[src/rtl/muldiv_unit_pkg.sv]
// Shared multiply/divide definitions: op encodings used by the ID-stage
// decoder, hazard unit and muldiv_unit, plus the FSM state encoding.
package muldiv_unit_pkg;

   localparam logic [1:0] MD_MULT  = 2'd0;
   localparam logic [1:0] MD_MULTU = 2'd1;
   localparam logic [1:0] MD_DIV   = 2'd2;
   localparam logic [1:0] MD_DIVU  = 2'd3;

   // start edge to HI/LO visible, identical for every op
   localparam int MD_LATENCY = 34;

   typedef enum logic [1:0] {
      ST_IDLE = 2'd0,
      ST_PREP = 2'd1,
      ST_CALC = 2'd2,
      ST_FIX  = 2'd3
   } md_state_e;

   // MULT and DIV are the even encodings
   function automatic logic md_is_signed(input logic [1:0] op);
      return ~op[0];
   endfunction

   function automatic logic md_is_div(input logic [1:0] op);
      return op[1];
   endfunction

endpackage

[src/rtl/muldiv_unit_if.sv]
// EX-stage <-> muldiv_unit bundle: request, MTHI/MTLO writes, status and HI/LO.
interface muldiv_unit_if #(
   parameter int WIDTH = 32
) ();

   logic             start;
   logic [1:0]       op;
   logic [WIDTH-1:0] a;
   logic [WIDTH-1:0] b;
   logic             hi_we;
   logic             lo_we;
   logic [WIDTH-1:0] wdata;
   logic             busy;
   logic             done;
   logic [WIDTH-1:0] hi;
   logic [WIDTH-1:0] lo;

   modport master (
      output start, op, a, b, hi_we, lo_we, wdata,
      input  busy, done, hi, lo
   );

   modport slave (
      input  start, op, a, b, hi_we, lo_we, wdata,
      output busy, done, hi, lo
   );

endinterface

[src/rtl/muldiv_unit.sv]
// Iterative MULT/MULTU/DIV/DIVU unit owning the architectural HI/LO registers.
//
// state | meaning
// ------+------------------------------------------------------------------
// IDLE  | waiting for start; MTHI/MTLO writes accepted here only
// PREP  | take magnitudes for signed ops, record signs, clear accumulator
// CALC  | 32 iterations of shift-add (mul) or restoring subtract (div)
// FIX   | sign-correct, write HI/LO, pulse done
module muldiv_unit
   import muldiv_unit_pkg::*;
#(
   parameter int WIDTH = 32
) (
   input  logic           clk,
   input  logic           rst,
   muldiv_unit_if.slave   md
);

   localparam int CW = $clog2(WIDTH);

   md_state_e          state;
   logic [1:0]         op_q;
   logic [WIDTH-1:0]   a_q;
   logic [WIDTH-1:0]   b_q;
   logic [WIDTH-1:0]   a_raw;
   logic [2*WIDTH-1:0] acc;
   logic [CW-1:0]      cnt;
   logic               neg_res;
   logic               neg_rem;
   logic               b_zero;
   logic               busy_q;
   logic               done_q;
   logic [WIDTH-1:0]   hi_q;
   logic [WIDTH-1:0]   lo_q;

   logic [WIDTH-1:0]   mul_addend;
   logic [WIDTH:0]     mul_sum;
   logic [WIDTH:0]     div_shift;
   logic               div_ok;
   logic [WIDTH-1:0]   div_sub;
   logic [2*WIDTH-1:0] prod_fix;
   logic [WIDTH-1:0]   quot_fix;
   logic [WIDTH-1:0]   rem_fix;

   // Datapath: one shift-add / restoring step, and final sign correction.
   // The multiplier is consumed from b_q LSB-first; the dividend is fed
   // from a_q MSB-first into the partial remainder held in acc[hi].
   always_comb begin
      mul_addend = b_q[0] ? a_q : '0;
      mul_sum    = {1'b0, acc[2*WIDTH-1:WIDTH]} + {1'b0, mul_addend};
      div_shift  = {acc[2*WIDTH-1:WIDTH], a_q[WIDTH-1]};
      div_ok     = div_shift >= {1'b0, b_q};
      // when div_ok the true difference is below b, so WIDTH bits suffice
      div_sub    = div_shift[WIDTH-1:0] - b_q;
      prod_fix   = neg_res ? -acc : acc;
      quot_fix   = neg_res ? -acc[WIDTH-1:0] : acc[WIDTH-1:0];
      rem_fix    = neg_rem ? -acc[2*WIDTH-1:WIDTH] : acc[2*WIDTH-1:WIDTH];
   end

   // Control FSM, iteration state and architectural HI/LO.
   always_ff @(posedge clk) begin
      if (rst) begin
         state   <= ST_IDLE;
         op_q    <= MD_MULT;
         a_q     <= '0;
         b_q     <= '0;
         a_raw   <= '0;
         acc     <= '0;
         cnt     <= '0;
         neg_res <= 1'b0;
         neg_rem <= 1'b0;
         b_zero  <= 1'b0;
         busy_q  <= 1'b0;
         done_q  <= 1'b0;
         hi_q    <= '0;
         lo_q    <= '0;
      end else begin
         done_q <= 1'b0;
         case (state)
            ST_IDLE: begin
               if (md.hi_we) hi_q <= md.wdata;
               if (md.lo_we) lo_q <= md.wdata;
               if (md.start) begin
                  op_q   <= md.op;
                  a_q    <= md.a;
                  b_q    <= md.b;
                  a_raw  <= md.a;
                  busy_q <= 1'b1;
                  state  <= ST_PREP;
               end
            end
            ST_PREP: begin
               if (md_is_signed(op_q)) begin
                  a_q     <= a_q[WIDTH-1] ? -a_q : a_q;
                  b_q     <= b_q[WIDTH-1] ? -b_q : b_q;
                  neg_res <= a_q[WIDTH-1] ^ b_q[WIDTH-1];
                  neg_rem <= a_q[WIDTH-1];
               end else begin
                  neg_res <= 1'b0;
                  neg_rem <= 1'b0;
               end
               b_zero <= (b_q == '0);
               acc    <= '0;
               cnt    <= CW'(WIDTH - 1);
               state  <= ST_CALC;
            end
            ST_CALC: begin
               if (md_is_div(op_q)) begin
                  acc <= {(div_ok ? div_sub : div_shift[WIDTH-1:0]),
                          acc[WIDTH-2:0], div_ok};
                  a_q <= a_q << 1;
               end else begin
                  acc <= {mul_sum, acc[WIDTH-1:1]};
                  b_q <= b_q >> 1;
               end
               cnt <= cnt - 1'b1;
               if (cnt == '0) state <= ST_FIX;
            end
            ST_FIX: begin
               if (md_is_div(op_q)) begin
                  if (b_zero) begin
                     lo_q <= '1;
                     hi_q <= a_raw;
                  end else begin
                     lo_q <= quot_fix;
                     hi_q <= rem_fix;
                  end
               end else begin
                  {hi_q, lo_q} <= prod_fix;
               end
               done_q <= 1'b1;
               busy_q <= 1'b0;
               state  <= ST_IDLE;
            end
            default: state <= ST_IDLE;
         endcase
      end
   end

   assign md.busy = busy_q;
   assign md.done = done_q;
   assign md.hi   = hi_q;
   assign md.lo   = lo_q;

endmodule

[src/flat_wrapper.sv]
// flat-port wrapper written by rule: the top's interface ports become plain ports
module muldiv_unit_flat import muldiv_unit_pkg::*;
#(
   parameter int WIDTH = 32
)
  (clk, rst, md_start, md_op, md_a, md_b, md_hi_we, md_lo_we, md_wdata, md_busy, md_done, md_hi, md_lo);
  muldiv_unit_if #(.WIDTH(WIDTH)) md_i ();
  input  logic clk;
  input  logic rst;
  input wire logic [$bits(md_i.start)-1:0] md_start;
  input wire logic [$bits(md_i.op)-1:0] md_op;
  input wire logic [$bits(md_i.a)-1:0] md_a;
  input wire logic [$bits(md_i.b)-1:0] md_b;
  input wire logic [$bits(md_i.hi_we)-1:0] md_hi_we;
  input wire logic [$bits(md_i.lo_we)-1:0] md_lo_we;
  input wire logic [$bits(md_i.wdata)-1:0] md_wdata;
  output wire logic [$bits(md_i.busy)-1:0] md_busy;
  output wire logic [$bits(md_i.done)-1:0] md_done;
  output wire logic [$bits(md_i.hi)-1:0] md_hi;
  output wire logic [$bits(md_i.lo)-1:0] md_lo;
  assign md_i.start = md_start;
  assign md_i.op = md_op;
  assign md_i.a = md_a;
  assign md_i.b = md_b;
  assign md_i.hi_we = md_hi_we;
  assign md_i.lo_we = md_lo_we;
  assign md_i.wdata = md_wdata;
  assign md_busy = md_i.busy;
  assign md_done = md_i.done;
  assign md_hi = md_i.hi;
  assign md_lo = md_i.lo;
  muldiv_unit #(.WIDTH(WIDTH)) u_core (.clk(clk), .rst(rst), .md(md_i));
endmodule
[config.mk]
export PLATFORM = sky130hd
export DESIGN_NAME = muldiv_unit_flat
export DESIGN_NICKNAME = d
export VERILOG_FILES = /design/src/rtl/muldiv_unit_pkg.sv /design/src/rtl/muldiv_unit_if.sv /design/src/rtl/muldiv_unit.sv /design/src/flat_wrapper.sv
export SDC_FILE = /design/constraint.sdc
export NUM_CORES = 1
export LEC_CHECK = 0
export CAP_MARGIN = 20
export CORE_MARGIN = 2
export CORE_UTILIZATION = 40
export CTS_CLUSTER_DIAMETER = 150
export DETAILED_ROUTE_END_ITERATION = 10
export PLACE_DENSITY = 0.6
export REMOVE_ABC_BUFFERS = 1
export SLEW_MARGIN = 40
export SYNTH_ARGS = -nofsm -noshare
export SYNTH_HDL_FRONTEND = slang
export SYNTH_SLANG_ARGS = --single-unit
[constraint.sdc]
create_clock -name clk -period 7.05 [get_ports clk]
set_clock_uncertainty 0.1 [all_clocks]
set_input_delay 1.41 -clock clk [delete_from_list [all_inputs] [get_ports clk]]
set_output_delay 1.41 -clock clk [all_outputs]
set_load 0.01 [all_outputs]
# Yosys cells after proc, flatten, opt, wreduce, memory -nomap -nowiden
# Cells that the tools add are included.
# word_totals
output_inout_bits,66
input_bits,103
regBits,238
# classes
n_mux,34
order_cmp,1
n_addsub,8
bitwise,1
n_reduce_logical,15
eq_ne,12
# op_table
operator,n
32-bit 2-to-1 mux,18
32-bit case mux with 3 select lines,2
64-bit 2-to-1 mux,2
32-bit negator,4
32-bit case mux with 2 select lines,2
64-bit case mux with 2 select lines,1
64-bit negator,1
32-bit by 32-bit adder with 33-bit output,1
33-bit by 32-bit greater-or-equal comparator with 1-bit output,1
32-bit logical NOT,1
32-bit subtractor,1
2-bit != test (second input constant),5
5-bit case mux with 2 select lines,1
2-bit AND reduction,5
5-bit AND reduction,2
2-bit by 1-bit != test with 1-bit output (second input constant),4
2-bit case mux with 4 select lines,1
4-bit AND reduction,2
5-bit logical NOT,1
5-bit by 1-bit subtractor with 5-bit output (second input constant),1
2-bit == test (second input constant),2
1-bit 2-to-1 mux,4
2-bit 2-to-1 mux,2
2-bit nonzero test,2
5 further kinds,5

# Logic depth before layout (Yosys ltp)
# Gate-level depths: netlist (run 1).
# depth
depth_word,5
ltp_mapped,15

# Worst setup path before layout (run 1)
# Ideal clock, no wire load.
# synth_path
path_type,register to register
startpoint,register u_core.b_q[22]
endpoint,register u_core.acc[61]
arrival_ps,3215
period_less_slack_ps,3448
t_required_ps,6817
stages_incl_launch_ff,16
path_slack_ps,3602
setup_time_ps,133
cell_sequence,dfxtp_1 > clkbuf_1 > inv_1 > ha_1 > clkbuf_1 > a21o_1 > a21o_1 > a21oi_1 > o21ai_0 > o311ai_1 > and2_1 > clkbuf_1 > clkbuf_1 > nor2_1 > a222oi_1 > o21ai_0
# synth_via
elab_chain_len,4
word_cells_on_any_way,5
# synth_rtl
item,line,text
start: declaration,muldiv_unit.sv:24,logic [WIDTH-1:0] b_q;
start signal: assignment,muldiv_unit.sv:86,b_q <= md.b;
start signal: assignment,muldiv_unit.sv:95,b_q <= b_q[WIDTH-1] ? -b_q : b_q;
start signal: assignment,muldiv_unit.sv:114,b_q <= b_q >> 1;
32-bit subtractor / 33-bit by 32-bit greater-or-equal comparator with 1-bit output (equally long branches),"muldiv_unit.sv:54, muldiv_unit.sv:52",
32-bit 2-to-1 mux *,muldiv_unit.sv:109,"acc <= {(div_ok ? div_sub : div_shift[WIDTH-1:0]),"
64-bit 2-to-1 mux *,muldiv_unit.sv:108,if (md_is_div(op_q)) begin
64-bit case mux with 2 select lines *,muldiv_unit.sv:79,case (state)
end signal: assignment,muldiv_unit.sv:109,
end signal: assignment,muldiv_unit.sv:113,"acc <= {mul_sum, acc[WIDTH-1:1]};"
end: declaration,muldiv_unit.sv:26,logic [2*WIDTH-1:0] acc;
# Mark *: on every way between the ends. The rest lies on a longest branch, timed or not.
# A chain may end at the register's enable or synchronous reset.

# Worst setup path in the final report (run 1)
# layout_path
startpoint,register u_core.b_q[0]
endpoint,register u_core.acc[62]
# layout_via
elab_chain_len,4
word_cells_on_any_way,7
# layout_rtl
item,line,text
"32-bit 2-to-1 mux, or another cell as far along",muldiv_unit.sv:49,mul_addend = b_q[0] ? a_q : '0;
32-bit by 32-bit adder with 33-bit output / 32-bit 2-to-1 mux (equally long branches),"muldiv_unit.sv:50, muldiv_unit.sv:109",
64-bit 2-to-1 mux *,muldiv_unit.sv:108,
64-bit case mux with 2 select lines *,muldiv_unit.sv:79,
# Marks and branches as above.

==> impl_metrics.yaml, run 1 <==
status:
  status: "finished clean"
setup_path:
  start_kind: "flip-flop"
  startpoint: "u_core.b_q[0]$_SDFFE_PP0P_"
  end_kind: "flip-flop"
  cp.buffers_inverters: 2
  slowest_stage: "a2111oi_1"
  worst-path-stages: 13
  cpMostUsedCell: "o21ai_1"
  r2r-end: "u_core.acc[62]$_SDFFE_PP0N_"
  critPathMaxStageDelay_ns: 0.72
  crit_family: "compound AO/OA/AOI/OAI gates"
  path_cells: "buf_4, ha_1, inv_1, fa_1, a211oi_1, o21ai_0, a2111oi_1, nor2_1, o21ai_1, o311ai_0, mux2i_1, and2_1, o21ai_1"
  r2r_slack_ns: 2.84
  arrival_ns: 4.57
  endpoint: "u_core.acc[62]$_SDFFE_PP0N_"
  path_class: "flip-flop to flip-flop"
  critPathMaxFanout: 23
  cp_data_required_time_ns: 7.41
  rr_startpoint: "u_core.b_q[0]$_SDFFE_PP0P_"
  r2r_cells: 13
detailed_routing:
  ant_nets: 0
  drcViolationCount: 0
  totalWireLength_um: 69100
  drt-initial-drc-count: 1620
  vias: 19500
  wl_per_cell_um: 21.6
  vias_per_cell: 6.10
  dr.pass1.iters: 6
synthesis:
  synth_mux_area_share_pct: 3.95
  synth-simple-area-share_pct: 23.8
  synth-compound-area-share_pct: 28.0
  ys_ff_latch: 238
  synth_top_family_by_area: "compound AO/OA/AOI/OAI gates"
  synthXorXnorAreaFrac_pct: 6.85
  netlist.area_leader.share_pct: 26.0
  synth_area_leaders: "dfxtp_1 (26%), a21oi_1 (8.9%), nand2_1 (6.1%)"
  avgSynthCellArea_sq_um: 7.14
  yosys_warnings: 0
  synth_flop_cell: "dfxtp_1"
  syn_inst: 2562
  synthAdderAreaFrac_pct: 5.35
  synth_edf_count: 0
  yosysTopAreaCell: "dfxtp_1"
  yosysSeqAreaShare_pct: 26.0
  synthesis.area_sq_mm: 0.0183
  async_flop_share_pct: 0
  synth_cell_types: 83
cts:
  ctsResizeCount: 0
  cts_sinks: 238
  clk-insertion-delay-late_ns: 0.60
  post_cts_buffers: 0
  cts_made_buffers: 31
  ctsHoldBuffers: 0
  clk_pin_slew_ns: 0.06
  cts_tree: "done"
  clk_path_buf_depth: 3
  root_buffer: "clkbuf_16"
  cts_max_level: 1
power_and_ir_drop:
  p_per_area_mw_per_mm2: 397
  p_int_mw: 4.36
  share_seq_of_total_power_pct: 24.8
  clkPwrFrac_pct: 20.1
  p_sw_share_pct: 48.4
  p_switching_mw: 4.10
  pwr-share-comb_pct: 55.2
  p_leak_nw: 8.24
  ir_worst_vdd_mv: 0.292
  total_power_mw: 8.46
die:
  die_w_um: 218
  io_pins: 169
  core_sq_mm: 0.0453
  die_y_um: 218
  die_area_sq_mm: 0.0475
  start_util_pct: 40.4
  rows: 78
placement:
  placed_cells: 3145
  dp_hpwl_um: 50400
  post-place-ws_ns: 2.86
  port_buffers: 168
  placed_area_sq_mm: 0.0202
  gp_congestion: 0.941
sta:
  rsz0062_at_grt: "false"
  hold_viol_final: 0
  hold_slack_ns: 0.350
  tightest_slew_ns: 0.875
  setup_violations: 0
  slew_headroom_pct: 41.7
  clock.fmax_mhz: 237
  setup_ws_ns: 2.84
  final-max-slew-violation-count: 0
  period_minus_slack_ns: 4.21
  fin_tns_setup_ns: 0
  post-route-period-util_pct: 59.8
global_route:
  grt_pass1_vias: 18500
  grt_first_pass_wirelength_um: 107000
  grt_max_degree: 86
  antenna_found_initial: 0
  grt.total_usage_pct: 28.1
  grt.overflow.total: 0
cells_and_area:
  drive_gt1_share_pct: 4.97
  final_cell_mix: "a21oi_1 (325), nand2_1 (295), nor2_1 (264), dfxtp_1 (236), clkdlybuf4s50_1 (167)"
  final_common_cell: "a21oi_1"
  stdcell_count: 3197
  fin_util_pct: 47.0
  syn_to_final_growth_pct: 16.4
  antenna_cells: 0
  nNetsFinal: 2758
  final_cell_area_sq_mm: 0.0213
run:
  max-cap-violations: 0
hold_path:
  hold_path.class: "flip-flop to flip-flop"
-- Yosys cell counts, types with 11 or more instances --
cell type,count
o211ai_1,38
buf_1,18
nand4_1,20
a22oi_1,24
o21ai_1,21
ha_1,75
dfxtp_1,238
o221ai_1,33
a21o_1,41
a211oi_1,45
a21oi_1,327
nor3_1,65
o31ai_1,25
or3_1,29
or2_2,11
o21ai_0,150
nand2b_1,17
inv_1,72
and3_1,35
xor2_1,48
nor2_1,268
o311ai_0,12
nand2_1,298
mux2i_1,71
or4_1,11
clkbuf_1,189
and2_1,38
nand3_1,57
xnor2_1,95
nor4_1,17
-- layer usage --
layer	share of wire [%]	global-route usage, %	up-vias
met3	6.0	2.54	143
li1	-	-	9227
met4	3.6	10.6	0
met2	47	48.3	745
met1	43	36.5	9383
met5	0	0	-
-- power by group through the flow --
stage / Sequential, mW / Clock (mW) / Combinational [mW]
finish: 2.09 / 1.70 / 4.67
global route: 2.14 / 1.77 / 5.11
CTS: 2.08 / 1.72 / 4.61
detailed placement: 2.11 / 0 / 4.59
global placement: 2.09 / 0 / 4.55
floorplan: 2.06 / 0 / 2.95
-- cell type report --
type,instances,area (sq um)
Sequential cell,238,4770
Tap cell,600,751
Multi-Input combinational cell,2035,12500
Clock buffer,37,848
Timing Repair Buffer,196,1900
Inverter,76,288
Fill cell,4639,24000
Clock inverter,15,219
-- kinds of logic (layout without fill, tap and decap cells) --
kind of cell	Yosys count	after routing
mux	72	72
xor+xnor	143	143
flops	238	238
simple gates	918	918
fa+ha+maj	77	77
buf+inv	289	324
compound gates	825	825
-- worst min-delay path, stage by stage (launching register included) --
cell     delay (ns)
dfxtp_1        0.31
nand2_1        0.05
a21oi_1        0.05
-- registers in the layout, summed over array words and instances, names as in the netlist --
signal and count:
u_core.neg_res 1, u_core.b_q 32, u_core.b_zero 1, u_core.md.hi 32, u_core.md.done 1, u_core.md.lo 32, u_core.neg_rem 1, u_core.cnt 5
u_core.md.busy 1, u_core.op_q 2, u_core.state 2, u_core.a_raw 32, u_core.a_q 32, u_core.acc 64
-- worst min-delay path by stage --
| stage | start | to | depth (start not counted) | slack (ns) |
|---|---|---|---|---|
| final | u_core.md.hi[24]$_SDFFE_PP0P_ | u_core.md.hi[24]$_SDFFE_PP0P_ | 2 | 0.35 |
| after global routing | u_core.md.lo[13]$_SDFFE_PP0P_ | u_core.md.lo[13]$_SDFFE_PP0P_ | 2 | 0.38 |
| after CTS | u_core.md.lo[28]$_SDFFE_PP0P_ | u_core.md.lo[28]$_SDFFE_PP0P_ | 2 | 0.35 |
| after detailed placement | u_core.md.lo[28]$_SDFFE_PP0P_ | u_core.md.lo[28]$_SDFFE_PP0P_ | 2 | 0.34 |
| after global placement | u_core.md.lo[28]$_SDFFE_PP0P_ | u_core.md.lo[28]$_SDFFE_PP0P_ | 2 | 0.34 |
| after floorplan | u_core.a_raw[12]$_SDFFE_PP0P_ | u_core.a_raw[12]$_SDFFE_PP0P_ | 2 | 0.33 |
Power figures use the tool's default switching activity.
==> run 2: changes to the inputs <==
==> constraint.sdc (replaced) <==
create_clock -name clk -period 3.9 [get_ports clk]
set_clock_uncertainty 0.1 [all_clocks]
set_input_delay 0.78 -clock clk [delete_from_list [all_inputs] [get_ports clk]]
set_output_delay 0.78 -clock clk [all_outputs]
set_load 0.01 [all_outputs]
==> impl_metrics.yaml, run 2 (same netlist as run 1, synthesis figures left out) <==
cells_and_area:
  nFillCells: 4597
  final_cell_mix: "a21oi_1 (325), nand2_1 (298), nor2_1 (266), dfxtp_1 (234), clkdlybuf4s50_1 (167)"
  largest_reg_flops: 64
  largest_register: "u_core.acc"
  fin_util_pct: 48.1
  final_cell_area_sq_mm: 0.0218
  nNetsFinal: 2823
  final_common_cell: "a21oi_1"
  syn_to_final_growth_pct: 19.2
  drive_gt1_share_pct: 7.24
die:
  die_y_um: 218
  die_w_um: 218
  io_pins: 169
  rows: 78
  core_sq_mm: 0.0453
  die_area_sq_mm: 0.0475
  start_util_pct: 40.4
detailed_routing:
  drcViolationCount: 0
  drt-initial-drc-count: 1915
  vias: 19500
  dr.pass1.iters: 5
  vias_per_cell: 5.97
  wl_per_cell_um: 20.7
  ant_nets: 0
  totalWireLength_um: 67600
power_and_ir_drop:
  p_leak_nw: 8.58
  p_per_area_mw_per_mm2: 700
  total_power_mw: 15.3
  ir_worst_vdd_mv: 0.471
global_route:
  met3_usage_pct: 2.98
  use_met2_pct: 48.1
  antenna_found_initial: 0
  grt_max_degree: 90
  grt.overflow.total: 0
  grt_pass1_vias: 18800
  grt_first_pass_wirelength_um: 106000
  grt.total_usage_pct: 27.9
  busiest_layer: "met2"
  use_met1_pct: 35.9
setup_path:
  slowest_stage: "dfxtp_1"
  crit_family: "simple AND/OR/NAND/NOR gates"
  critPathMaxStageDelay_ns: 0.64
  arrival_ns: 4.12
  path_cells: "ha_1, and4_1, nand4_1, or2_2, nor4_2, a211oi_1, nand2_1, buf_12, o22ai_1, or3_1, a22o_1"
  cp_data_required_time_ns: 4.30
  cp.buffers_inverters: 1
  r2r_slack_ns: 0.18
  critPathMaxFanout: 22
  end_kind: "flip-flop"
  start_kind: "flip-flop"
  path_class: "flip-flop to flip-flop"
sta:
  rsz0062_at_grt: "false"
  final-max-slew-violation-count: 0
  clock.fmax_mhz: 269
  hold_viol_final: 0
  post-route-period-util_pct: 95.4
  period_minus_slack_ns: 3.72
  tightest_slew_ns: 0.797
  setup_violations: 0
  hold_slack_ns: 0.348
  slew_headroom_pct: 46.5
  fin_tns_setup_ns: 0
cts:
  clk_pin_slew_ns: 0.06
  cts_sinks: 238
  clk_path_buf_depth: 3
  cts_tree: "done"
  cts_made_buffers: 30
  post_cts_buffers: 0
  cts_max_level: 1
  ctsHoldBuffers: 0
  ctsResizeCount: 1
  clk-insertion-delay-late_ns: 0.60
  root_buffer: "clkbuf_16"
placement:
  placed_area_sq_mm: 0.0208
  port_buffers: 168
  dp_hpwl_um: 50400
  gp_congestion: 0.970
run:
  max-cap-violations: 0
hold_path:
  hold_path.class: "flip-flop to flip-flop"
status:
  status: "finished clean"
[run 2: changes by cell type in the layout (fill, tap and decap cells not counted), sizes merged]
cell      before  now
buf           29   95
bufinv         5    3
clkbuf        37   39
clkinv         8   14
clkinvlp       3    1
diode          0    1
inv           75   73
[run 2: routing by layer]
| layer | routed length (um) | up-vias | share of wire, % |
|---|---|---|---|
| met2 | 32400 | 619 | 48 |
| met1 | 29100 | 9362 | 43 |
| li1 | - | 9379 | - |
| met5 | 0 | - | 0 |
| met3 | 3690 | 131 | 5.5 |
| met4 | 2370 | 0 | 3.5 |
[run 2: cell type report]
| cell class | count | area (sq um) | share of cell area, % |
|---|---|---|---|
| well taps | 600 | 751 | 3.44 |
| flip-flops and latches | 238 | 4770 | 21.9 |
| diodes | 1 | 2.50 | 0.0115 |
| multi-input cells | 2035 | 12500 | 57.4 |
| clock buffers | 39 | 835 | 3.83 |
| inverters | 76 | 288 | 1.32 |
| repair buffers | 262 | 2450 | 11.3 |
| clock inverters | 15 | 181 | 0.832 |
[run 2: worst paths after layout]
path,startpoint,end,cells after the start
worst max-delay path,u_core.acc[53]$_SDFFE_PP0N_,u_core.acc[55]$_SDFFE_PP0N_,11
worst min register to register,u_core.md.lo[30]$_SDFFE_PP0P_,u_core.md.lo[30]$_SDFFE_PP0P_,2
worst min-delay path,u_core.md.lo[30]$_SDFFE_PP0P_,u_core.md.lo[30]$_SDFFE_PP0P_,2
worst max register to register,u_core.acc[53]$_SDFFE_PP0N_,u_core.acc[55]$_SDFFE_PP0N_,11
[run 2: report_power, final]
group	internal, mW	switching, mW
clock	1.70	1.20
sequential	3.04	0.741
combinational	3.23	5.35
total	7.98	7.29
[run 2: per-stage QoR]
step	setup slack, ns	cells
finish	0.180	3266
global route	0.0113	3265
CTS	0.185	3265
detailed placement	-0.00453	3211
global placement	-0.119	3211
floorplan	-1.59	2349
[run 2: worst min-delay path: cells and delay by family, from the launching register on]
family | cells | cell delay, ns
flops | 1 | 0.30
compound gates | 1 | 0.05
simple gates | 1 | 0.05
==> run 3: changes to the inputs <==
--- a/config.mk
+++ b/config.mk
@@ -11,7 +11,6 @@
 export CTS_CLUSTER_DIAMETER = 150
 export DETAILED_ROUTE_END_ITERATION = 10
 export PLACE_DENSITY = 0.6
-export REMOVE_ABC_BUFFERS = 1
 export SLEW_MARGIN = 40
 export SYNTH_ARGS = -nofsm -noshare
 export SYNTH_HDL_FRONTEND = slang
==> impl_metrics.yaml, run 3 (same netlist as run 1, synthesis figures left out) <==
global_route:
  grt.overflow.total: 0
  grt_pass1_vias: 18200
  grt.total_usage_pct: 29.2
  grt_max_degree: 129
  antenna_found_initial: 0
  grt_first_pass_wirelength_um: 108000
die:
  die_area_sq_mm: 0.0475
  io_pins: 169
  die_w_um: 218
  start_util_pct: 40.4
  core_sq_mm: 0.0453
  rows: 78
  die_y_um: 218
sta:
  post-route-period-util_pct: 95.0
  hold_viol_final: 0
  final-max-slew-violation-count: 0
  setup_violations: 0
  clock.fmax_mhz: 270
  period_minus_slack_ns: 3.71
  setup_ws_ns: 0.194
  slew_headroom_pct: 50.8
  fin_tns_setup_ns: 0
  tightest_slew_ns: 0.719
  hold_slack_ns: 0.311
detailed_routing:
  drcViolationCount: 0
  vias_per_cell: 6.00
  ant_nets: 0
  dr.pass1.iters: 5
  drt-initial-drc-count: 1868
  vias: 19500
  totalWireLength_um: 71600
  wl_per_cell_um: 22.0
cts:
  ctsHoldBuffers: 0
  cts_max_level: 1
  clk_pin_slew_ns: 0.07
  root_buffer: "clkbuf_16"
  cts_sinks: 238
  clk_path_buf_depth: 3
  cts_made_buffers: 29
  ctsResizeCount: 0
  cts_tree: "done"
  post_cts_buffers: 0
  clk-insertion-delay-late_ns: 0.61
power_and_ir_drop:
  p_sw_share_pct: 48.4
  total_power_mw: 15.4
  p_per_area_mw_per_mm2: 711
  share_seq_of_total_power_pct: 24.8
  p_leak_nw: 8.52
  ir_worst_vdd_mv: 0.568
  pwr-share-comb_pct: 55.8
  p_int_mw: 7.96
  clkPwrFrac_pct: 19.4
  p_switching_mw: 7.47
cells_and_area:
  nFillCells: 4602
  final_common_cell: "a21oi_1"
  syn_to_final_growth_pct: 18.6
  final_cell_mix: "a21oi_1 (325), nand2_1 (297), nor2_1 (266), dfxtp_1 (236), clkdlybuf4s50_1 (167)"
  nNetsFinal: 2814
  fin_util_pct: 47.9
  antenna_cells: 0
  drive_gt1_share_pct: 6.93
  largest_register: "u_core.acc"
  largest_reg_flops: 64
synthesis:
  synth_fp_nets: 2742
setup_path:
  critPathMaxStageDelay_ns: 0.67
  start_kind: "flip-flop"
  arrival_ns: 4.15
  slowest_stage: "a2111oi_0"
  end_kind: "flip-flop"
  cp_data_required_time_ns: 4.34
  path_cells: "inv_1, ha_1, inv_1, or4_1, nor4_1, a211oi_1, buf_4, and2_1, a2111oi_0, o31a_1"
  cpMostUsedCell: "inv_1"
  path_class: "flip-flop to flip-flop"
  critPathMaxFanout: 7
placement:
  post-place-ws_ns: 0.280
  dp_hpwl_um: 54200
  gp_congestion: 0.968
  port_buffers: 168
status:
  status: "finished clean"
run:
  max-cap-violations: 0
hold_path:
  hold_path.class: "input pin to flip-flop"
-- run 3: path summary, 6_finish.rpt --
path                            slack, ns  depth (start not counted)                       endpoint                           from
worst max-delay path                 0.19                         10    u_core.acc[63]$_SDFFE_PP0N_    u_core.b_q[31]$_SDFFE_PP0P_
worst max register to register       0.19                         10    u_core.acc[63]$_SDFFE_PP0N_    u_core.b_q[31]$_SDFFE_PP0P_
worst min-delay path                 0.31                          2  u_core.md.hi[29]$_SDFFE_PP0P_                            rst
worst min register to register       0.35                          2  u_core.md.lo[17]$_SDFFE_PP0P_  u_core.md.lo[17]$_SDFFE_PP0P_
-- run 3: layout make-up --
type / instances / area, sq um / share of cell area (%)
flip-flops and latches: 238 / 4770 / 22.0
clock buffers: 33 / 751 / 3.46
well taps: 600 / 751 / 3.46
inverters: 76 / 285 / 1.32
multi-input cells: 2035 / 12500 / 57.6
repair buffers: 254 / 2360 / 10.9
clock inverters: 21 / 280 / 1.29
-- run 3: worst max-delay path: cells and delay by family (launching register included) --
| family | cells | cell delay [ns] |
|---|---|---|
| flops | 1 | 0.53 |
| simple gates | 3 | 1.19 |
| buf+inv | 3 | 0.43 |
| compound gates | 3 | 0.95 |
| fa+ha+maj | 1 | 0.43 |
-- run 3: power by group through the flow --
stage	Combinational (mW)	Clock (mW)	Sequential (mW)
2_1_floorplan	5.75	0	3.58
3_3_place_gp	8.38	0	3.83
3_5_place_dp	8.46	0	3.86
4_1_cts	8.50	3.01	3.81
5_1_grt	9.43	3.12	3.90
6_report	8.61	2.99	3.83
-- run 3: layer usage --
metal  GRT usage [%]  share of wire (%)
met1            38.2                 43
met2            47.6                 46
met3            3.85                6.2
met4            13.5                4.9
met5               0                  0
-- run 3: stage by stage --
| stage | instances | instance area, sq um |
|---|---|---|
| finish | 3257 | 21700 |
| global route | 3257 | 21700 |
| CTS | 3257 | 21700 |
| detailed placement | 3203 | 20600 |
| global placement | 3202 | 20600 |
| floorplan | 2562 | 18300 |
